## src/rtl/custom_fifo_pkg.sv

```systemverilog
// Shared async-FIFO pointer helpers: Gray/binary conversion and default sizing.
// Latency: n/a (functions and constants only).
// Backpressure: n/a.
package custom_fifo_pkg;

  localparam int DEF_ADDRSIZE = 4;
  localparam int DEF_AF_LEVEL = 2;

  // Widest pointer the helpers cover; callers zero-extend and keep the low bits.
  localparam int PTR_MAX_W = 32;

  function automatic logic [PTR_MAX_W-1:0] bin2gray(input logic [PTR_MAX_W-1:0] bin);
    return (bin >> 1) ^ bin;
  endfunction

  function automatic logic [PTR_MAX_W-1:0] gray2bin(input logic [PTR_MAX_W-1:0] gray);
    logic [PTR_MAX_W-1:0] bin;
    bin[PTR_MAX_W-1] = gray[PTR_MAX_W-1];
    for (int i = PTR_MAX_W - 2; i >= 0; i--) begin
      bin[i] = bin[i+1] ^ gray[i];
    end
    return bin;
  endfunction

endpackage

```

## src/rtl/custom_wptr_full_if.sv

```systemverilog
// Write-side pointer/flag bundle between producer, FIFO memory and read domain.
// Latency: n/a (wires only).
// Backpressure: producer must treat fifo_full as the stop condition; wr_accept marks taken writes.
// Ports: master = producer/environment (drives wen, rptr_sync2_wrclk),
//        slave  = custom_wptr_full (drives flags, pointer, address, level).
interface custom_wptr_full_if
  import custom_fifo_pkg::*;
#(
  parameter int ADDRSIZE = DEF_ADDRSIZE
);
  logic                wen;
  logic [ADDRSIZE:0]   rptr_sync2_wrclk;
  logic                fifo_full;
  logic                fifo_almost_full;
  logic                wr_accept;
  logic [ADDRSIZE-1:0] wr_addr;
  logic [ADDRSIZE:0]   wptr_g;
  logic [ADDRSIZE:0]   wr_level;
  logic                fifo_overflow;

  modport master (
    output wen, rptr_sync2_wrclk,
    input  fifo_full, fifo_almost_full, wr_accept, wr_addr, wptr_g, wr_level, fifo_overflow
  );

  modport slave (
    input  wen, rptr_sync2_wrclk,
    output fifo_full, fifo_almost_full, wr_accept, wr_addr, wptr_g, wr_level, fifo_overflow
  );
endinterface

```

## src/rtl/custom_wptr_full_gray2bin.sv

```systemverilog
// Gray-code to binary converter (module custom_gray2bin).
// Latency: combinational, 0 cycles.
// Backpressure: none.
// Ports: i_gray (WIDTH) Gray input, o_bin (WIDTH) binary output.
module custom_gray2bin #(
  parameter int WIDTH = 5
) (
  input  logic [WIDTH-1:0] i_gray,
  output logic [WIDTH-1:0] o_bin
);

  // Each binary bit is the XOR of all Gray bits at and above its position.
  for (genvar i = 0; i < WIDTH; i++) begin : g_bit
    assign o_bin[i] = ^i_gray[WIDTH-1:i];
  end

endmodule

```

## src/rtl/custom_wptr_full.sv

```systemverilog
// Async-FIFO write-side pointer, full/almost-full flags, occupancy and overflow tracking.
// Latency: accepted write or read-pointer change shows on flags/level/wptr_g after 1 wclk_i edge.
// Backpressure: wen while fifo_full is dropped (wr_accept=0) and sets sticky fifo_overflow.
// Ports: wclk_i clock, wrst_n_i async active-low reset, bus = custom_wptr_full_if.slave.
module custom_wptr_full
  import custom_fifo_pkg::*;
#(
  parameter int ADDRSIZE = DEF_ADDRSIZE,
  parameter int AF_LEVEL = DEF_AF_LEVEL
) (
  input  logic              wclk_i,
  input  logic              wrst_n_i,
  custom_wptr_full_if.slave bus
);

  localparam int PW = ADDRSIZE + 1;
  localparam logic [ADDRSIZE:0] AF_THRESH = PW'((1 << ADDRSIZE) - AF_LEVEL);

  logic [ADDRSIZE:0] r_wbin;
  logic [ADDRSIZE:0] r_wptr_g;
  logic [ADDRSIZE:0] r_level;
  logic              r_full;
  logic              r_almost_full;
  logic              r_overflow;

  logic              w_wr_accept;
  logic [ADDRSIZE:0] w_wbin_next;
  logic [ADDRSIZE:0] w_wgray_next;
  logic [ADDRSIZE:0] w_rbin_sync;
  logic [ADDRSIZE:0] w_level_next;
  logic [ADDRSIZE:0] w_rptr_full_cmp;
  logic              w_full_next;
  logic              w_almost_full_next;

  assign w_wr_accept  = bus.wen & ~r_full;
  assign w_wbin_next  = r_wbin + PW'(w_wr_accept);
  assign w_wgray_next = (w_wbin_next >> 1) ^ w_wbin_next;

  // In Gray code the write pointer is exactly one lap ahead of the read
  // pointer when the two MSBs differ and all lower bits match.
  assign w_rptr_full_cmp = {~bus.rptr_sync2_wrclk[ADDRSIZE:ADDRSIZE-1],
                            bus.rptr_sync2_wrclk[ADDRSIZE-2:0]};
  assign w_full_next     = (w_wgray_next == w_rptr_full_cmp);

  custom_gray2bin #(.WIDTH(PW)) u_rptr_g2b (
    .i_gray (bus.rptr_sync2_wrclk),
    .o_bin  (w_rbin_sync)
  );

  // Modular subtraction handles pointer wrap; result spans 0..2**ADDRSIZE.
  assign w_level_next       = w_wbin_next - w_rbin_sync;
  assign w_almost_full_next = (w_level_next >= AF_THRESH) | w_full_next;

  always_ff @(posedge wclk_i or negedge wrst_n_i) begin
    if (!wrst_n_i) begin
      r_wbin        <= '0;
      r_wptr_g      <= '0;
      r_level       <= '0;
      r_full        <= 1'b0;
      r_almost_full <= 1'b0;
      r_overflow    <= 1'b0;
    end else begin
      r_wbin        <= w_wbin_next;
      r_wptr_g      <= w_wgray_next;
      r_level       <= w_level_next;
      r_full        <= w_full_next;
      r_almost_full <= w_almost_full_next;
      r_overflow    <= r_overflow | (bus.wen & r_full);
    end
  end

  assign bus.wr_accept        = w_wr_accept;
  assign bus.wr_addr          = r_wbin[ADDRSIZE-1:0];
  assign bus.wptr_g           = r_wptr_g;
  assign bus.wr_level         = r_level;
  assign bus.fifo_full        = r_full;
  assign bus.fifo_almost_full = r_almost_full;
  assign bus.fifo_overflow    = r_overflow;

endmodule

```

## src/flat_wrapper.sv

```systemverilog
// flat-port wrapper written by rule: the top's interface ports become plain ports
module custom_wptr_full_flat import custom_fifo_pkg::*;
#(
  parameter int ADDRSIZE = DEF_ADDRSIZE,
  parameter int AF_LEVEL = DEF_AF_LEVEL
)
  (wclk_i, wrst_n_i, bus_wen, bus_rptr_sync2_wrclk, bus_fifo_full, bus_fifo_almost_full, bus_wr_accept, bus_wr_addr, bus_wptr_g, bus_wr_level, bus_fifo_overflow);
  custom_wptr_full_if #(.ADDRSIZE(ADDRSIZE)) bus_i ();
  input  logic wclk_i;
  input  logic wrst_n_i;
  input wire logic [$bits(bus_i.wen)-1:0] bus_wen;
  input wire logic [$bits(bus_i.rptr_sync2_wrclk)-1:0] bus_rptr_sync2_wrclk;
  output wire logic [$bits(bus_i.fifo_full)-1:0] bus_fifo_full;
  output wire logic [$bits(bus_i.fifo_almost_full)-1:0] bus_fifo_almost_full;
  output wire logic [$bits(bus_i.wr_accept)-1:0] bus_wr_accept;
  output wire logic [$bits(bus_i.wr_addr)-1:0] bus_wr_addr;
  output wire logic [$bits(bus_i.wptr_g)-1:0] bus_wptr_g;
  output wire logic [$bits(bus_i.wr_level)-1:0] bus_wr_level;
  output wire logic [$bits(bus_i.fifo_overflow)-1:0] bus_fifo_overflow;
  assign bus_i.wen = bus_wen;
  assign bus_i.rptr_sync2_wrclk = bus_rptr_sync2_wrclk;
  assign bus_fifo_full = bus_i.fifo_full;
  assign bus_fifo_almost_full = bus_i.fifo_almost_full;
  assign bus_wr_accept = bus_i.wr_accept;
  assign bus_wr_addr = bus_i.wr_addr;
  assign bus_wptr_g = bus_i.wptr_g;
  assign bus_wr_level = bus_i.wr_level;
  assign bus_fifo_overflow = bus_i.fifo_overflow;
  custom_wptr_full #(.ADDRSIZE(ADDRSIZE), .AF_LEVEL(AF_LEVEL)) u_core (.wclk_i(wclk_i), .wrst_n_i(wrst_n_i), .bus(bus_i));
endmodule
```

## config.mk

```make
export PLATFORM = sky130hd
export DESIGN_NAME = custom_wptr_full_flat
export DESIGN_NICKNAME = d
export VERILOG_FILES = /design/src/rtl/custom_fifo_pkg.sv /design/src/rtl/custom_wptr_full_if.sv /design/src/rtl/custom_wptr_full_gray2bin.sv /design/src/rtl/custom_wptr_full.sv /design/src/flat_wrapper.sv
export SDC_FILE = /design/constraint.sdc
export NUM_CORES = 1
export LEC_CHECK = 0
export CAP_MARGIN = 5
export CORE_ASPECT_RATIO = 1.1
export CORE_UTILIZATION = 50
export DETAILED_ROUTE_END_ITERATION = 12
export PLACE_DENSITY_LB_ADDON = 0.25
export SKIP_LAST_GASP = 1
export SLEW_MARGIN = 20
export SYNTH_ARGS = -nofsm -noshare
export SYNTH_HDL_FRONTEND = slang
export SYNTH_SLANG_ARGS = --single-unit
```

## constraint.sdc

```tcl
create_clock -name wclk_i -period 5.9 [get_ports wclk_i]
set_input_delay 1.475 -clock wclk_i [delete_from_list [all_inputs] [get_ports wclk_i]]
set_output_delay 1.475 -clock wclk_i [all_outputs]
set_load 0.01 [all_outputs]
```

==> impl_metrics.csv, run 1 <==
group,metric,value,unit
status,status,"complete, but fails checks",
status,violations,"DRC",
floorplan,die_y,48.25,µm
logic_synthesis,synth_fp_nets,94,
routing,avgRoutedWirePerCell,12.38,µm
routing,wl_met2,784,µm
sta,slew_violations,0,
logic_synthesis,ys_seq_area_share,43.76,%
sta,max_freq,223.4,MHz
setup_path,cp-start-kind,"primary input",
floorplan,die_w,44.04,µm
sta,tns,0,ns
setup_path,r2r_cells,9,
finish,diodes,0,
clock_tree,clock_latency,0.29,ns
place,placed_cells,121,
clock_tree,postCtsHoldBufs,0,
global_route,first_global_vias,561,
clock_tree,cts_buffers,3,
finish,final_cells,125,
sta,rsz0062_at_grt,"false",
clock_tree,tritoncts,"built",
global_route,grt_antenna_before_repair,0,
place,dp_slack,1.421,ns
finish,drive_gt1_share,10.28,%
logic_synthesis,syn-cell-area,972.2,µm²
routing,met3WireLength,83,µm
global_route,overflow,0,
global_route,grt_pass1_wl,2.401,mm
power,p_leak,0.5886,nW
clock_tree,clk_path_buf_depth,2,
sta,report.final.setup_viol,0,
hold_path,worstHoldPathType,"reg2reg",
floorplan,num_rows,16,
place,numPortBuffers,25,
floorplan,die-area,2125,µm²
setup_path,crit_fanout,7,
setup_path,end_kind,"output port",
place,gp_congestion,0.7513,
clock_tree,clockRootBuffer,"clkbuf_4",
logic_synthesis,ys_ff_latch,17,
finish,area_delta_synth_final,29.86,%
floorplan,initial_core_util,53.96,%
floorplan,num_io_pins,26,
routing,drtAntennaViolNets,0,
setup_path,critical_path_arrival,3.00,ns
clock_tree,postCtsSetupBuffers,0,
logic_synthesis,ys_warn_count,0,
clock_tree,cts.sinks,17,
logic_synthesis,synthDistinctLibCells,29,
setup_path,critPathRequiredTime,4.43,ns
clock_tree,cts_resized,0,
routing,top_layer,"met4",
routing,drt_iter0_drc,10,
routing,first_pass_iters,8,
clock_tree,htree_levels,1,
sta,worstMarginPinSlew,0.7436,ns
power,power_per_cell_area,664.3,nW/µm²
sta,slew_headroom,50.27,%
sta,period_share,75.87,%
hold_path,whs_path_depth,1,
global_route,grt_max_degree,18,
finish,post-route-util,70.07,%
power,power,0.8386,mW
sta,worst_slack,1.423,ns
routing,vias,648,
routing,wl_met1,643,µm
finish,nets,122,
routing,wirelength,1.547,mm
sta,clock_skew,0.007991,ns
sta,hold_violations,0,
routing,drc,3,
power,ir_drop,379.6,µV
logic_synthesis,syn_avg_cell_area,12.15,µm²
logic_synthesis,synth_cells,80,
job,cap_viol_max_count,0,
sta,period_needed,4.477,ns
floorplan,core-area,1802,µm²
routing,viasPerCell,5.184,
clock_tree,clk_pin_slew_worst_paths,0.10,ns
setup_path,path_class,"in2out",
place,hpwl,1.238,mm
global_route,grt_use_total,16.23,%
## where the power goes
group	switching, mW	total (mW)	internal [mW]
combinational	0.260	0.559	0.299
sequential	0.0362	0.219	0.183
clock	0.0347	0.0609	0.0263
## routing by layer
| layer | global-route usage (%) | vias to the layer above |
|---|---|---|
| li1 | - | 310 |
| met2 | 27.06 | 22 |
| met1 | 20.62 | 311 |
| met3 | 2.593 | 5 |
| met4 | 9.091 | 0 |
| met5 | 0 | - |
## cells in the final DEF (no fill, tap or decap), types with 3 or more instances in the layout
cell             netlist  routed
clkdlybuf4s50_1        0      25
inv_1                  8       8
nor2_1                 3       3
xor2_1                 7       7
ha_1                   5       5
dfrtp_1               17      17
xnor2_1                9       9
clkbuf_4               0       3
nand2_1                3       3
a21oi_1                3       3
## cells by family (layout without fill, tap and decap cells)
| logic type | count (synthesis) | in the layout | synth area share (%) |
|---|---|---|---|
| xor+xnor | 22 | 22 | 27.80 |
| mux | 1 | 1 | 1.030 |
| fa+ha+maj | 6 | 6 | 8.494 |
| buf+inv | 10 | 37 | 3.989 |
| flops | 17 | 17 | 43.76 |
| simple gates | 15 | 15 | 7.979 |
| compound gates | 9 | 9 | 6.949 |
## stage by stage
stage	instance area [µm²]	hold slack (ns)
floorplan	972.2	0.4932
global placement	1236	0.4415
detailed placement	1236	0.4512
CTS	1262	0.4745
global route	1262	0.5017
finish	1262	0.4661
## synthesized netlist by cell type
cell type	n	area (µm²)
xnor3_2	1	23.77
nand2_1	3	11.26
a21oi_1	3	15.01
o21a_1	1	7.510
xnor3_1	1	22.52
o21ai_2	2	17.52
nand2b_1	2	12.51
inv_1	8	30.03
xnor2_2	2	32.53
buf_2	1	5.000
dfrtp_1	17	425.4
a21o_1	1	7.510
and2_2	1	7.510
and2_1	1	6.260
and3_1	2	12.51
nor2b_1	1	6.260
nor2_1	3	11.26
fa_1	1	20.02
clkbuf_1	1	3.750
xor2_1	7	61.31
xor2_4	1	27.53
ha_1	5	62.56
nor3_1	1	5.000
xnor2_1	9	78.83
o221ai_2	1	15.01
xor3_1	1	23.77
nand3_1	1	5.000
mux2i_1	1	10.01
o21ai_0	1	5.000
## state kept, by name, indices dropped and copies added, names as in the netlist
| register | flops |
|---|---|
| u_core.bus.wr_level | 5 |
| u_core.bus.fifo_almost_full | 1 |
| u_core.bus.wptr_g | 4 |
| u_core.bus.fifo_overflow | 1 |
| u_core.bus.fifo_full | 1 |
| u_core.r_wbin | 5 |
## layout make-up
cell class                      count  area (µm²)
Clock buffer                        4       26.28
Fill cell                         136       539.3
Inverter                            8       30.03
Multi-Input combinational cell     53       508.0
Sequential cell                    17       425.4
Tap cell                           18       22.52
Timing Repair Buffer               25       250.2
## path summary, 6_finish.rpt
path / start / end / slack, ns
setup reg to reg: u_core.bus.fifo_full / u_core.bus.fifo_almost_full / 3.26
setup / recovery: bus_wen / bus_wr_accept / 1.42
hold / removal: u_core.bus.fifo_overflow / u_core.bus.fifo_overflow / 0.47
hold reg to reg: u_core.bus.fifo_overflow / u_core.bus.fifo_overflow / 0.47
max in group asynchronous: wrst_n_i / u_core.bus.wr_level[1] / 3.81
min in group asynchronous: wrst_n_i / u_core.bus.fifo_overflow / 1.62
## critical path: stages
cell             delay [ns]
clkdlybuf4s50_1        0.47
nor2b_1                0.42
clkdlybuf4s50_1        0.63
Note: power is estimated with default switching activity, not from simulation.
==> run 2, diff against run 1 <==
CORE_UTILIZATION = 47   (was 50)
clock period = 4.16 ns   (was 5.9 ns; I/O delays follow)
==> impl_metrics.csv, run 2 (synthesized netlist as in run 1, its figures left out) <==
group,metric,value,unit
floorplan,num_rows,16,
sta,hold_violations,0,
sta,slew_violations,0,
global_route,grt_max_degree,18,
clock_tree,clock_latency,0.30,ns
global_route,overflow,0,
setup_path,critical_path_arrival,2.62,ns
floorplan,initial_core_util,52.22,%
finish,fin_area,1285,µm²
sta,slew_headroom,51.35,%
sta,report.final.setup_viol,0,
power,p_leak,0.5924,nW
setup_path,slowest_delay,0.64,ns
sta,clock_skew,0.01180,ns
routing,drtAntennaViolNets,0,
floorplan,die-area,2255,µm²
clock_tree,postCtsSetupBuffers,0,
sta,max_freq,273.2,MHz
place,numPortBuffers,25,
sta,tns,0,ns
floorplan,die_w,45.37,µm
sta,rsz0062_at_grt,"false",
routing,first_pass_iters,4,
routing,wirelength,1.840,mm
status,status,"finished clean",
global_route,grt_use_total,18.36,%
setup_path,crit_family,"buffers and inverters",
clock_tree,cts_buffers,3,
sta,period_needed,3.661,ns
sta,period_share,87.99,%
floorplan,die_y,49.70,µm
power,net-switching-power,0.5176,mW
clock_tree,htree_levels,1,
power,power_per_cell_area,973.2,nW/µm²
finish,drive_gt1_share,12.04,%
place,gp_congestion,0.7643,
setup_path,path_cells,"clkdlybuf4s50_1 > nor2b_1 > clkdlybuf4s50_1",
finish,fillers,154,
finish,final_cell_mix,"25 x clkdlybuf4s50_1, 17 x dfrtp_1, 9 x xnor2_1, 8 x inv_1, 7 x xor2_1",
setup_path,critPathRequiredTime,3.12,ns
clock_tree,postCtsHoldBufs,0,
job,cap_viol_max_count,0,
finish,nets,123,
sta,whs,0.4795,ns
setup_path,cp_slowest_cell,"clkdlybuf4s50_1",
setup_path,cpMostUsedCell,"clkdlybuf4s50_1",
setup_path,path_buf_inv,2,
setup_path,crit_fanout,7,
routing,viasPerCell,4.985,
clock_tree,clk_path_buf_depth,2,
routing,vias,673,
power,ir_drop,543.6,µV
finish,area_delta_synth_final,32.17,%
floorplan,num_io_pins,26,
place,hpwl,1.528,mm
power,seq_power_share,25.2,%
hold_path,worstHoldPathType,"reg2reg",
global_route,grt_antenna_before_repair,0,
setup_path,end_kind,"output port",
floorplan,core-area,1862,µm²
routing,drt_iter0_drc,14,
power,pwr-share-clk,7.3,%
finish,diodes,0,
place,dpl_cell_area,1255,µm²
setup_path,path_class,"in2out",
global_route,first_global_vias,653,
sta,worstMarginPinSlew,0.7275,ns
clock_tree,tritoncts,"built",
clock_tree,cts_resized,0,
clock_tree,cts.sinks,17,
global_route,grt_pass1_wl,2.822,mm
finish,final_common_cell,"clkdlybuf4s50_1",
power,power_frac_comb,67.5,%
setup_path,cp-start-kind,"primary input",
clock_tree,clk_pin_slew_worst_paths,0.11,ns
routing,drc,0,
power,p_int,0.7329,mW
clock_tree,clockRootBuffer,"clkbuf_4",
power,swShare,41.39,%
routing,avgRoutedWirePerCell,13.63,µm
run 2: per-stage QoR:
stage	power (mW)	setup WS, ns	instances	utilization [%]
2_1_floorplan	0.8571	1.051	80	-
3_3_place_gp	1.120	0.3890	131	67.41
3_5_place_dp	1.166	0.2722	131	67.41
4_1_cts	1.256	0.5109	135	69.02
5_1_grt	1.334	0.4433	135	69.02
6_report	1.250	0.4995	135	69.02
run 2: metal layers:
layer  global-route usage (%)  up-vias  share of wire [%]  wire length [µm]
li1                         -      313                  -                 -
met1                    20.95      324                 40               741
met3                    2.198        5                4.1                75
met4                    10.61        0                2.4                45
met2                    31.64       31                 53               978
met5                        0        -                  0                 0
run 2: area by class of cell:
cell class              instances  area (µm²)  area share, %
clock inverters                 1       7.507         0.5842
clock buffers                   3       22.52          1.753
flip-flops and latches         17       425.4          33.11
well taps                      27       33.78          2.629
repair buffers                 26       257.7          20.06
multi-input cells              53       508.0          39.53
inverters                       8       30.03          2.337
run 2: final timing paths:
| path | from | endpoint | slack (ns) | depth (start not counted) |
|---|---|---|---|---|
| worst max-delay path | bus_wen | bus_wr_accept | 0.50 | 3 |
| worst min-delay path | u_core.bus.fifo_overflow | u_core.bus.fifo_overflow | 0.48 | 1 |
| worst max register to register | u_core.bus.fifo_full | u_core.bus.fifo_almost_full | 1.55 | 9 |
| worst min register to register | u_core.bus.fifo_overflow | u_core.bus.fifo_overflow | 0.48 | 1 |
| max in group asynchronous | wrst_n_i | u_core.r_wbin[3] | 2.53 | 1 |
| min in group asynchronous | wrst_n_i | u_core.bus.wr_level[2] | 1.16 | 1 |
run 2: power groups by stage:
stage	combinational, mW	clock [mW]	sequential (mW)
2_1_floorplan	0.509	0	0.348
3_3_place_gp	0.807	0	0.313
3_5_place_dp	0.847	0	0.319
4_1_cts	0.849	0.0916	0.315
5_1_grt	0.913	0.100	0.321
6_report	0.844	0.0913	0.315
==> run 3, diff against run 2 <==
CORE_UTILIZATION = 38   (was 47)
REMOVE_ABC_BUFFERS = 1   (was not set)
==> impl_metrics.csv, run 3 (synthesized netlist as in run 1, its figures left out) <==
group,metric,value,unit
power,p_int,0.7326,mW
routing,avgRoutedWirePerCell,12.54,µm
floorplan,die-area,2765,µm²
routing,drc,0,
finish,fillers,229,
sta,clock_skew,0.003964,ns
routing,viasPerCell,4.587,
status,status,"finished clean",
floorplan,die_w,50.23,µm
setup_path,crit_fanout,7,
finish,nets,123,
setup_path,end_kind,"output port",
power,power_frac_comb,66.8,%
place,placed_cells,134,
setup_path,r2r_cells,9,
floorplan,die_y,55.05,µm
global_route,grt_max_degree,18,
sta,rsz0062_at_grt,"false",
sta,slew_headroom,48.87,%
clock_tree,postCtsHoldBufs,0,
sta,whs,0.4675,ns
clock_tree,cts_resized,0,
sta,slew_violations,0,
clock_tree,postCtsSetupBuffers,0,
hold_path,worstHoldPathType,"reg2reg",
routing,drtAntennaViolNets,0,
hold_path,whs_path_depth,1,
job,cap_viol_max_count,0,
clock_tree,cts_buffers,3,
global_route,grt_use_total,15.45,%
sta,period_share,87.49,%
floorplan,initial_core_util,41.51,%
sta,worstMarginPinSlew,0.7646,ns
finish,final_cell_mix,"25 x clkdlybuf4s50_1, 17 x dfrtp_1, 9 x xnor2_1, 8 x inv_1, 7 x xor2_1",
sta,hold_violations,0,
power,net-switching-power,0.4723,mW
finish,final_cells,138,
floorplan,core-area,2342,µm²
place,hpwl,1.369,mm
sta,tns,0,ns
floorplan,num_rows,18,
place,numPortBuffers,25,
global_route,grt_antenna_before_repair,0,
clock_tree,clk_path_buf_depth,2,
setup_path,cp-start-kind,"primary input",
setup_path,critical_path_arrival,2.60,ns
sta,worst_slack,0.5206,ns
routing,wirelength,1.731,mm
power,power_per_cell_area,937.7,nW/µm²
clock_tree,cts.sinks,17,
setup_path,critPathRequiredTime,3.12,ns
clock_tree,clock_latency,0.29,ns
setup_path,rrSetupSlack,1.62,ns
place,gp_congestion,0.7523,
power,swShare,39.20,%
power,p_leak,0.5934,nW
place,dp_slack,0.2810,ns
floorplan,num_io_pins,26,
clock_tree,htree_levels,1,
power,seq_power_share,25.9,%
routing,vias,633,
clock_tree,clockRootBuffer,"clkbuf_4",
finish,diodes,0,
finish,final_common_cell,"clkdlybuf4s50_1",
finish,drive_gt1_share,11.11,%
global_route,first_global_vias,675,
power,ir_drop,422.2,µV
clock_tree,clk_pin_slew_worst_paths,0.10,ns
global_route,overflow,0,
sta,period_needed,3.639,ns
routing,first_pass_iters,3,
finish,area_delta_synth_final,32.17,%
clock_tree,tritoncts,"built",
setup_path,path_class,"in2out",
global_route,grt_pass1_wl,3.015,mm
sta,report.final.setup_viol,0,
power,pwr-share-clk,7.2,%
routing,drt_iter0_drc,4,
sta,max_freq,274.8,MHz
finish,post-route-util,54.86,%
run 3: changes by cell type in the layout (fill, tap and decap cells not counted), sizes merged:
cell      change
clkinvlp      -1
clkbuf        +1
run 3: worst paths after layout:
| path | start | to |
|---|---|---|
| worst max-delay path | bus_wen | bus_wr_accept |
| min in group asynchronous | wrst_n_i | u_core.r_wbin[3] |
| worst min-delay path | u_core.bus.fifo_overflow | u_core.bus.fifo_overflow |
| max in group asynchronous | wrst_n_i | u_core.bus.wr_level[0] |
| worst max register to register | u_core.bus.fifo_full | u_core.bus.fifo_almost_full |
| worst min register to register | u_core.bus.fifo_overflow | u_core.bus.fifo_overflow |
run 3: critical path, cell delays in order:
cell and delay [ns]:
clkdlybuf4s50_1 0.47, nor2b_1 0.45, clkdlybuf4s50_1 0.64
run 3: cell type report:
class / instances / area [µm²] / share of cell area (%)
multi-input combinational: 53 / 508.0 / 39.53
sequential: 17 / 425.4 / 33.11
timing repair buffer: 26 / 257.7 / 20.06
tap: 30 / 37.54 / 2.921
inverter: 8 / 30.03 / 2.337
clock buffer: 4 / 26.28 / 2.045
run 3: metal layers:
| metal | wire length [µm] | track usage (%) |
|---|---|---|
| met1 | 774 | 18.01 |
| met5 | 0 | 0 |
| met4 | 25 | 8.571 |
| met2 | 867 | 27.56 |
| met3 | 64 | 2.459 |
run 3: per-stage QoR:
| step | total power [mW] | cell area, µm² |
|---|---|---|
| after detailed placement | 1.135 | 1259 |
| after floorplan | 0.8527 | 963.4 |
| final | 1.205 | 1285 |
| after global routing | 1.326 | 1285 |
| after CTS | 1.228 | 1285 |
| after global placement | 1.119 | 1259 |
run 3: power by group through the flow:
stage	clock network [mW]	logic [mW]	registers [mW]
after floorplan	0	0.498	0.355
after global placement	0	0.806	0.314
after detailed placement	0	0.816	0.319
after CTS	0.0925	0.821	0.315
after global routing	0.0969	0.904	0.325
final	0.0871	0.805	0.313
